## config.mk

```make
export PLATFORM = sky130hd
export DESIGN_NAME = nabp_image_addresser_multimode
export DESIGN_NICKNAME = d
export VERILOG_FILES = /design/src/rtl/nabp_image_addresser_multimode_pkg.sv /design/src/rtl/nabp_scan_counter.sv /design/src/rtl/nabp_image_addresser_multimode.sv
export SDC_FILE = /design/constraint.sdc
export NUM_CORES = 1
export LEC_CHECK = 0
export CORE_MARGIN = 2
export CORE_UTILIZATION = 55
export DETAILED_ROUTE_END_ITERATION = 8
export GPL_TIMING_DRIVEN = 0
export PLACE_DENSITY = 0.76
export SYNTH_ARGS = -nofsm -noshare
export SYNTH_HDL_FRONTEND = slang
export SYNTH_SLANG_ARGS = --single-unit
```

## constraint.sdc

```tcl
create_clock -name clk -period 3.1 [get_ports clk]
set_input_delay 0.31 -clock clk [delete_from_list [all_inputs] [get_ports clk]]
set_output_delay 0.31 -clock clk [all_outputs]
set_load 0.005 [all_outputs]
```

## src/rtl/nabp_image_addresser_multimode_pkg.sv

```systemverilog
// Shared types and helpers for the NABP image addressers.
package nabp_image_addresser_multimode_pkg;

    typedef enum logic [1:0] {
        ST_IDLE   = 2'd0,
        ST_DELAY  = 2'd1,
        ST_SCAN_X = 2'd2,
        ST_SCAN_Y = 2'd3
    } state_t;

    typedef enum logic [1:0] {
        X_ONLY   = 2'd0,
        Y_ONLY   = 2'd1,
        X_THEN_Y = 2'd2,
        RESERVED = 2'd3
    } scan_mode_t;

    typedef enum logic {
        DIR_X = 1'b0,
        DIR_Y = 1'b1
    } dir_t;

    // Counter/bus width for values 0..v-1; never narrower than one bit.
    function automatic int unsigned cw(input int unsigned v);
        return (v <= 1) ? 1 : $clog2(v);
    endfunction

endpackage

```

## src/rtl/nabp_scan_counter.sv

```systemverilog
// Nested scan counter: pos s (0..N-1) inside line l (0..P-1) inside partition p.
// Ports: clk, reset_n (sync, active-low), clear, en (advance one step),
//        part_inc (let p advance when a partition wraps), s/l/p counts,
//        line_done / part_done / scan_done wrap flags for the current step.
module nabp_scan_counter
    import nabp_image_addresser_multimode_pkg::*;
#(
    parameter int unsigned IMAGE_SIZE       = 128,
    parameter int unsigned PARTITION_SIZE   = 8,
    parameter int unsigned NO_OF_PARTITIONS = 16,
    localparam int unsigned S_W = cw(IMAGE_SIZE),
    localparam int unsigned L_W = cw(PARTITION_SIZE),
    localparam int unsigned P_W = cw(NO_OF_PARTITIONS)
) (
    input  logic           clk,
    input  logic           reset_n,
    input  logic           clear,
    input  logic           en,
    input  logic           part_inc,
    output logic [S_W-1:0] s,
    output logic [L_W-1:0] l,
    output logic [P_W-1:0] p,
    output logic           line_done,
    output logic           part_done,
    output logic           scan_done
);

    assign line_done = (s == S_W'(IMAGE_SIZE - 1));
    assign part_done = line_done && (l == L_W'(PARTITION_SIZE - 1));
    assign scan_done = part_done && (p == P_W'(NO_OF_PARTITIONS - 1));

    // s wraps into l, l wraps into p (p only when the caller allows it).
    always_ff @(posedge clk) begin
        if (!reset_n || clear) begin
            s <= '0;
            l <= '0;
            p <= '0;
        end else if (en) begin
            if (line_done) begin
                s <= '0;
                if (part_done) begin
                    l <= '0;
                    if (part_inc) begin
                        p <= scan_done ? '0 : p + P_W'(1);
                    end
                end else begin
                    l <= l + L_W'(1);
                end
            end else begin
                s <= s + S_W'(1);
            end
        end
    end

endmodule

```

## src/rtl/nabp_image_addresser_multimode.sv

```systemverilog
// Image RAM address generator with X / Y / X-then-Y scan per partition.
// Ports: clk, reset_n (sync, active-low); host side hs_kick/hs_mode/hs_delay;
//        RAM side ir_enable in, ir_kick/ir_valid/ir_addr/ir_dir/ir_part/ir_done out;
//        status busy and sticky mode_err.
module nabp_image_addresser_multimode
    import nabp_image_addresser_multimode_pkg::*;
#(
    parameter int unsigned IMAGE_SIZE       = 128,
    parameter int unsigned PARTITION_SIZE   = 8,
    parameter int unsigned NO_OF_PARTITIONS = 16,
    parameter int unsigned ADDR_W           = cw(IMAGE_SIZE * IMAGE_SIZE),
    parameter int unsigned DELAY_W          = 8,
    localparam int unsigned PART_W = cw(NO_OF_PARTITIONS)
) (
    input  logic               clk,
    input  logic               reset_n,
    input  logic               hs_kick,
    input  logic [1:0]         hs_mode,
    input  logic [DELAY_W-1:0] hs_delay,
    input  logic               ir_enable,
    output logic               ir_kick,
    output logic               ir_valid,
    output logic [ADDR_W-1:0]  ir_addr,
    output logic               ir_dir,
    output logic [PART_W-1:0]  ir_part,
    output logic               ir_done,
    output logic               busy,
    output logic               mode_err
);

    localparam int unsigned S_W = cw(IMAGE_SIZE);
    localparam int unsigned L_W = cw(PARTITION_SIZE);

    state_t             state_q, state_d;
    scan_mode_t         mode_q, mode_d;
    logic [DELAY_W-1:0] delay_q, delay_d, dcnt_q, dcnt_d;
    logic               err_q, err_d;
    // Offset accumulators: partition bases plus per-line (X) / per-pos (Y) strides.
    logic [ADDR_W-1:0]  xpart_q, xpart_d, ypart_q, ypart_d;
    logic [ADDR_W-1:0]  xline_q, xline_d, ys_q, ys_d;

    logic [S_W-1:0]     s;
    logic [L_W-1:0]     l;
    logic [PART_W-1:0]  p;
    logic               cnt_en, cnt_clear, part_inc;
    logic               line_done, part_done, scan_done;

    nabp_scan_counter #(
        .IMAGE_SIZE       (IMAGE_SIZE),
        .PARTITION_SIZE   (PARTITION_SIZE),
        .NO_OF_PARTITIONS (NO_OF_PARTITIONS)
    ) u_cnt (
        .clk       (clk),
        .reset_n   (reset_n),
        .clear     (cnt_clear),
        .en        (cnt_en),
        .part_inc  (part_inc),
        .s         (s),
        .l         (l),
        .p         (p),
        .line_done (line_done),
        .part_done (part_done),
        .scan_done (scan_done)
    );

    // State register
    always_ff @(posedge clk) begin
        if (!reset_n) begin
            state_q <= ST_IDLE;
            mode_q  <= X_ONLY;
            delay_q <= '0;
            dcnt_q  <= '0;
            err_q   <= 1'b0;
            xpart_q <= '0;
            ypart_q <= '0;
            xline_q <= '0;
            ys_q    <= '0;
        end else begin
            state_q <= state_d;
            mode_q  <= mode_d;
            delay_q <= delay_d;
            dcnt_q  <= dcnt_d;
            err_q   <= err_d;
            xpart_q <= xpart_d;
            ypart_q <= ypart_d;
            xline_q <= xline_d;
            ys_q    <= ys_d;
        end
    end

    // Next state, counter control and pulse outputs
    always_comb begin
        state_d   = state_q;
        mode_d    = mode_q;
        delay_d   = delay_q;
        dcnt_d    = dcnt_q;
        err_d     = err_q;
        xpart_d   = xpart_q;
        ypart_d   = ypart_q;
        xline_d   = xline_q;
        ys_d      = ys_q;
        cnt_en    = 1'b0;
        cnt_clear = 1'b0;
        part_inc  = 1'b1;
        ir_kick   = 1'b0;
        ir_done   = 1'b0;

        case (state_q)
            ST_IDLE: begin
                if (hs_kick) begin
                    // Reserved mode runs as X-then-Y but is flagged.
                    mode_d  = (hs_mode == 2'(RESERVED)) ? X_THEN_Y : scan_mode_t'(hs_mode);
                    err_d   = (hs_mode == 2'(RESERVED));
                    delay_d = hs_delay;
                    dcnt_d  = '0;
                    state_d = ST_DELAY;
                end
            end
            ST_DELAY: begin
                if (dcnt_q == delay_q) begin
                    ir_kick = 1'b1;
                    dcnt_d  = '0;
                    state_d = (mode_q == Y_ONLY) ? ST_SCAN_Y : ST_SCAN_X;
                end else begin
                    dcnt_d = dcnt_q + DELAY_W'(1);
                end
            end
            ST_SCAN_X, ST_SCAN_Y: begin
                if (ir_enable) begin
                    cnt_en  = 1'b1;
                    ys_d    = line_done ? '0 : ys_q + ADDR_W'(IMAGE_SIZE);
                    xline_d = part_done ? '0 :
                              line_done ? xline_q + ADDR_W'(IMAGE_SIZE) : xline_q;
                    if (part_done) begin
                        if (mode_q == X_THEN_Y && state_q == ST_SCAN_X) begin
                            // Same partition, now in Y.
                            part_inc = 1'b0;
                            state_d  = ST_SCAN_Y;
                        end else if (scan_done) begin
                            ir_done   = reset_n;
                            cnt_clear = 1'b1;
                            xpart_d   = '0;
                            ypart_d   = '0;
                            xline_d   = '0;
                            ys_d      = '0;
                            state_d   = ST_IDLE;
                        end else begin
                            xpart_d = xpart_q + ADDR_W'(PARTITION_SIZE * IMAGE_SIZE);
                            ypart_d = ypart_q + ADDR_W'(PARTITION_SIZE);
                            state_d = (mode_q == X_THEN_Y) ? ST_SCAN_X : state_q;
                        end
                    end
                end
            end
            default: state_d = ST_IDLE;
        endcase
    end

    assign ir_valid = (state_q == ST_SCAN_X) || (state_q == ST_SCAN_Y);
    assign ir_dir   = (state_q == ST_SCAN_Y) ? DIR_Y : DIR_X;
    assign busy     = (state_q != ST_IDLE);
    assign ir_part  = p;
    assign mode_err = err_q;
    // Row-major in X, column-major in Y; all terms are zero outside a scan.
    assign ir_addr  = ir_dir ? (ys_q + ypart_q + ADDR_W'(l))
                             : (xpart_q + xline_q + ADDR_W'(s));

endmodule

```

-- Yosys cells after proc, flatten, opt, wreduce, memory -nomap -nowiden
Cells that the tools add are included.
- register bits: 91
- input port bits: 14
- output and inout bits: 24
- logic and storage cells: 104
- add/subtract/negate cells: 12
- equal/unequal tests: 15
- mux-type cells: 47
- bitwise logic cells: 1
- reduce and logical (&&, ||, !) cells: 17
- operators by type and width (operator ; count):
    $mux W14 ; 12
    $add A14 B14 Y14 ; 2
    $add A14 B8 Y14 const B ; 2
    $mux W1 ; 20
    $mux W2 ; 8
    $mux W8 ; 2
    $pmux W8 S2 ; 1
    $add A14 B11 Y14 const B ; 1
    $add A14 B3 Y14 ; 1
    $add A14 B4 Y14 const B ; 1
    $add A14 B7 Y14 ; 1
    $add A8 B1 Y8 const B ; 1
    $eq A2 B2 Y1 const B ; 4
    $eq A8 B8 Y1 ; 1
    $ne A2 B2 Y1 const B ; 4
    $reduce_and A2 Y1 ; 4
    $reduce_and A4 Y1 ; 2
    $add A7 B1 Y7 const B ; 1
    $eq A7 B7 Y1 const B ; 1
    $mux W7 ; 1
    $pmux W2 S3 ; 1
    $reduce_and A5 Y1 ; 1
    $add A4 B1 Y4 const B ; 1
    $eq A2 B1 Y1 const B ; 2
    other kinds (13) ; 17

-- Longest topological paths before layout
Gate-level depths: netlist of the first run.
- depth after elaboration: 9
- mapped depth: 9
- depth with buffers taken out: 9

-- Cells and area by module
Synthesis of the first run repeated with hierarchy kept, for this count alone.
- cell total of the unflattened synthesis: 550
- area, all modules: 4748.3 µm²
- modules (own cells, without submodules) (module ; instances ; cells each ; area an instance (µm²) ; seq. area each (µm²)):
    nabp_image_addresser_multimode ; 1 ; 474 ; 4077.7 ; 1281.2
    nabp_scan_counter ; 1 ; 76 ; 670.6 ; 280.3

-- Least setup slack after synthesis of the first run
OpenSTA, ideal clock, no wires.
- kind: register to output
- from: reg u_cnt.l[1]
- to: out ir_addr[13]
- arrival time: 2.373 ns
- data required time: 2.790 ns
- slack: 0.417 ns
- stages on the path, launching flop included: 10
- buffers on the path: 0
- path through: dfxtp_1 -> ha_1 -> ha_1 -> fa_1 -> a211oi_1 -> o21ai_0 -> a311o_1 -> a21oi_1 -> xnor2_1 -> mux2i_1
- word-level cells in the longest chain between the ends: 2
- RTL lines (item ; line ; text):
    from (decl) ; nabp_scan_counter.sv:21 ; output logic [L_W-1:0] l,
    from (signal assigned) ; nabp_scan_counter.sv:47 ; l <= l + L_W'(1);
    $add A14 B3 Y14 ; nabp_image_addresser_multimode.sv:165 ; assign ir_addr = ir_dir ? (ys_q + ypart_q + ADDR_W'(l))
    $mux W14 ; nabp_image_addresser_multimode.sv:165 ;
    to (decl) ; nabp_image_addresser_multimode.sv:23 ; output logic [ADDR_W-1:0] ir_addr,
Every way passes these cells.

-- Worst setup path in the final report of the first run
Same ends and word-level chain as after synthesis.

==> results_dict.tcl, run 1 <==
set metrics [dict create \
    run_status "finished, violations left" \
    failed_checks "setup timing" \
    firstDrtPassIters 4 \
    rrSetupSlack_ps 320 \
    syn_to_final_growth_pct 20.34 \
    cpMaxStageDelayCell "fa_2" \
    std_cell_rows 33 \
    grt_pass1_wl_mm 17.82 \
    hp-class "register to register" \
    critPathBufInv 1 \
    fin_cells 708 \
    synth_edf_count 0 \
    ys_ff_latch 78 \
    worstMarginPinSlew_ps 1299 \
    die_h_um 96.56 \
    layout_setup_ws_ps -29.55 \
    power_frac_comb 0.171 \
    r2r-start "u_cnt.s[0]" \
    dp_cells 685 \
    clockRootBuffer "clkbuf_8" \
    yosysWarnings 0 \
    postRouteAntennaNets 0 \
    path_depth 10 \
    synth.avg_cell_area_sq_um 8.678 \
    wl_met1_mm 4.848 \
    reg2reg_depth 6 \
    syn_nets 612 \
    fin_nets 668 \
    maxSlewViolCount 0 \
    remaining_drc_errors 0 \
    gp_congestion 0.8717 \
    dpl.hpwl_mm 8.141 \
    diodes 0 \
    power_switching_w 0.0006462 \
    initial_core_util 0.5706 \
    end_kind "output port" \
    grt_pass1_vias 3840 \
    cts_buffers 9 \
    cp-endpoint "ir_addr[13]" \
    cp_common_cell "ha_4" \
    ys_seq_area_frac 0.3314 \
    cpPeakStageDelay_ps 420 \
    io_pins 38 \
    critPathLaunch "u_cnt.l[1]" \
    design_area_sq_um 5670 \
    worstPathMaxFanout 3 \
    synth_cell_types 54 \
    dr_wl_met3_um 461 \
    clock_skew_ps 9.951 \
    switching_share 0.2637 \
    ctsHtreeMaxLevel 3 \
    finalHoldViolCount 0 \
    dpl_cell_area_sq_um 5214 \
    dr.first_iter.drc_count 223 \
    period_minus_slack_ps 3130 \
    p_clk_frac 0.391 \
    seqPwrFrac 0.438 \
    die_x_um 96.56 \
    rsz0062_at_grt "true" \
    arrival_ps 2820 \
    startpoint_type "register" \
    drv_cap 0 \
    ir_drop_v 0.0004713 \
    grt_max_degree 13 \
    synth_async_sr_flop_share 0 \
    vias 4069 \
    grt_usage 0.2481 \
    synth_top_flop_cell "dfxtp_1" \
    final_common_cell "dfxtp_1" \
    core-area_sq_um 8258 \
    max_clock_freq_ghz 0.3195 \
    p_int_w 0.001804 \
    min_period_over_period 1.010 \
    critical_path.top_delay_family "compound AO/OA/AOI/OAI gates" \
    crit_chain "ha_4 -> ha_4 -> fa_2 -> a211oi_4 -> o21ai_4 -> a311o_1 -> a21oi_2 -> xnor2_1 -> mux2i_1 -> buf_2" \
    routed_wl_mm 10.96 \
    clock_latency_ps 350 \
    required_ps 2790 \
    overflow 0 \
    syn-cell-area_sq_um 4712 \
    utilization 0.6867 \
    ctsHoldBuffers 0 \
    finalSetupTns_ps -43.79 \
    highest_layer "met4" \
    leakage_nw 2.618 \
    timing.rr.end "xline_q[10]" \
    holdPathStages 2 \
    fillers 687 \
    dieArea_sq_um 9324 \
    powerDensity_nw_per_um2 432.1 \
    final_cell_mix "dfxtp_1, nand2_1, nor2_1" \
    synth_cells 543 \
    wl_met2_mm 5.483 \
    drt-vias-per-instance 5.747 \
    clock-sinks 78 \
    critPathKind "register to output port" \
    tritoncts "yes" \
    setup_viol 2 \
    cts.reportedPaths.clkPinSlew_ps 80 \
    final_layout_size_suffix_gt1_frac 0.1227 \
    relSlewSlack 0.1262 \
    cts.path.max_buffers 2 \
    wl_per_cell_um 15.48 \
    antenna_found_initial 0 \
    numPortBuffers 37 \
]
-- Yosys cell counts, drive strengths merged (5+ instances only) --
| master | count | area share |
|---|---|---|
| ha | 53 | 0.14 |
| nand4 | 15 | 0.021 |
| xor2 | 45 | 0.084 |
| a21oi | 26 | 0.028 |
| a21boi | 16 | 0.025 |
| nor2b | 11 | 0.015 |
| clkbuf | 17 | 0.014 |
| inv | 7 | 0.0056 |
| a21o | 7 | 0.011 |
| and2 | 6 | 0.0080 |
| nand3 | 12 | 0.013 |
| nor3 | 10 | 0.013 |
| nor2 | 48 | 0.038 |
| dfxtp | 78 | 0.33 |
| xnor2 | 17 | 0.032 |
| nor4 | 5 | 0.0066 |
| and3 | 28 | 0.037 |
| nand2 | 64 | 0.052 |
| o21ai | 17 | 0.018 |
-- state kept, by name (all words and copies together), names as in the netlist, 3 cells and up --
| name | cells |
|---|---|
| u_cnt.p | 4 |
| xline_q | 14 |
| xpart_q | 4 |
| u_cnt.s | 7 |
| ys_q | 14 |
| delay_q | 8 |
| u_cnt.l | 3 |
| ypart_q | 11 |
| dcnt_q | 8 |
-- metrics by stage --
| stage | total power [W] | worst slack [ps] | hold slack [ps] |
|---|---|---|---|
| finish | 0.002450 | -29.55 | 470.1 |
| global route | 0.002560 | -151.9 | 498.5 |
| CTS | 0.002458 | -169.5 | 473.6 |
| detailed placement | 0.001511 | -393.7 | 466.2 |
| global placement | 0.001505 | -303.6 | 455.4 |
| floorplan | 0.001363 | 417.4 | 449.3 |
-- power by group through the flow --
stage                     clock network (W)  registers [W]  logic [W]
after floorplan                           0        0.00109   0.000274
after global placement                    0        0.00110   0.000409
after detailed placement                  0        0.00110   0.000413
after CTS                          0.000969        0.00107   0.000417
after global routing                0.00101        0.00108   0.000470
final                              0.000959        0.00107   0.000418
-- layout make-up --
class                      count  area [sq um]  share of cell area
tap                          105         131.4             0.02317
timing repair buffer          45         405.4             0.07149
sequential                    78          1579              0.2785
buffer                        19         80.08             0.01412
multi-input combinational    438          3189              0.5624
clock buffer                  12         165.2             0.02913
inverter                       8         30.03            0.005296
clock inverter                 3         90.09             0.01589
-- how the worst min path moves through the flow --
stage	startpoint	end
global route	mode_err	mode_err
floorplan	mode_q[0]	mode_q[0]
global placement	mode_err	mode_err
detailed placement	mode_err	mode_err
CTS	mode_err	mode_err
finish	mode_err	mode_err
-- kinds of logic after synthesis --
kind of cell             share of synthesized area
adder cells (fa/ha/maj)                     0.1492
multiplexers                               0.01142
buffers and inverters                      0.02337
flip-flops                                  0.3314
AND/OR/NAND/NOR                             0.2308
XOR/XNOR                                    0.1152
AO/OA/AOI/OAI                               0.1386
-- routing by layer --
metal	global-route usage	vias up
li1	-	2040
met4	0.07160	0
met2	0.4253	69
met3	0.05508	14
met1	0.3131	1946
met5	0	-
-- worst min-delay path, delay by kind of cell, from the launching register on --
| family | cells | cell delay (ps) |
|---|---|---|
| flops | 1 | 310 |
| compound gates | 1 | 60 |
| simple gates | 1 | 50 |
-- repair_timing --
action / 4_1_cts / 5_1_grt
resized for setup: 40 / 21
setup endpoints to repair: 9 / 8
pin swaps: 11 / 13
setup buffers: 5 / 3
(Power assumes the default switching activity.)
==> run 2: changes to the inputs <==
--- a/config.mk
+++ b/config.mk
@@ -7,6 +7,7 @@
 export LEC_CHECK = 0
 export CORE_MARGIN = 2
 export CORE_UTILIZATION = 55
+export CTS_BUF_LIST = sky130_fd_sc_hd__clkbuf_8
 export DETAILED_ROUTE_END_ITERATION = 8
 export GPL_TIMING_DRIVEN = 0
 export PLACE_DENSITY = 0.76
==> results of run 2 <==
Final layout, timing and power as in run 1 (identical DEF).
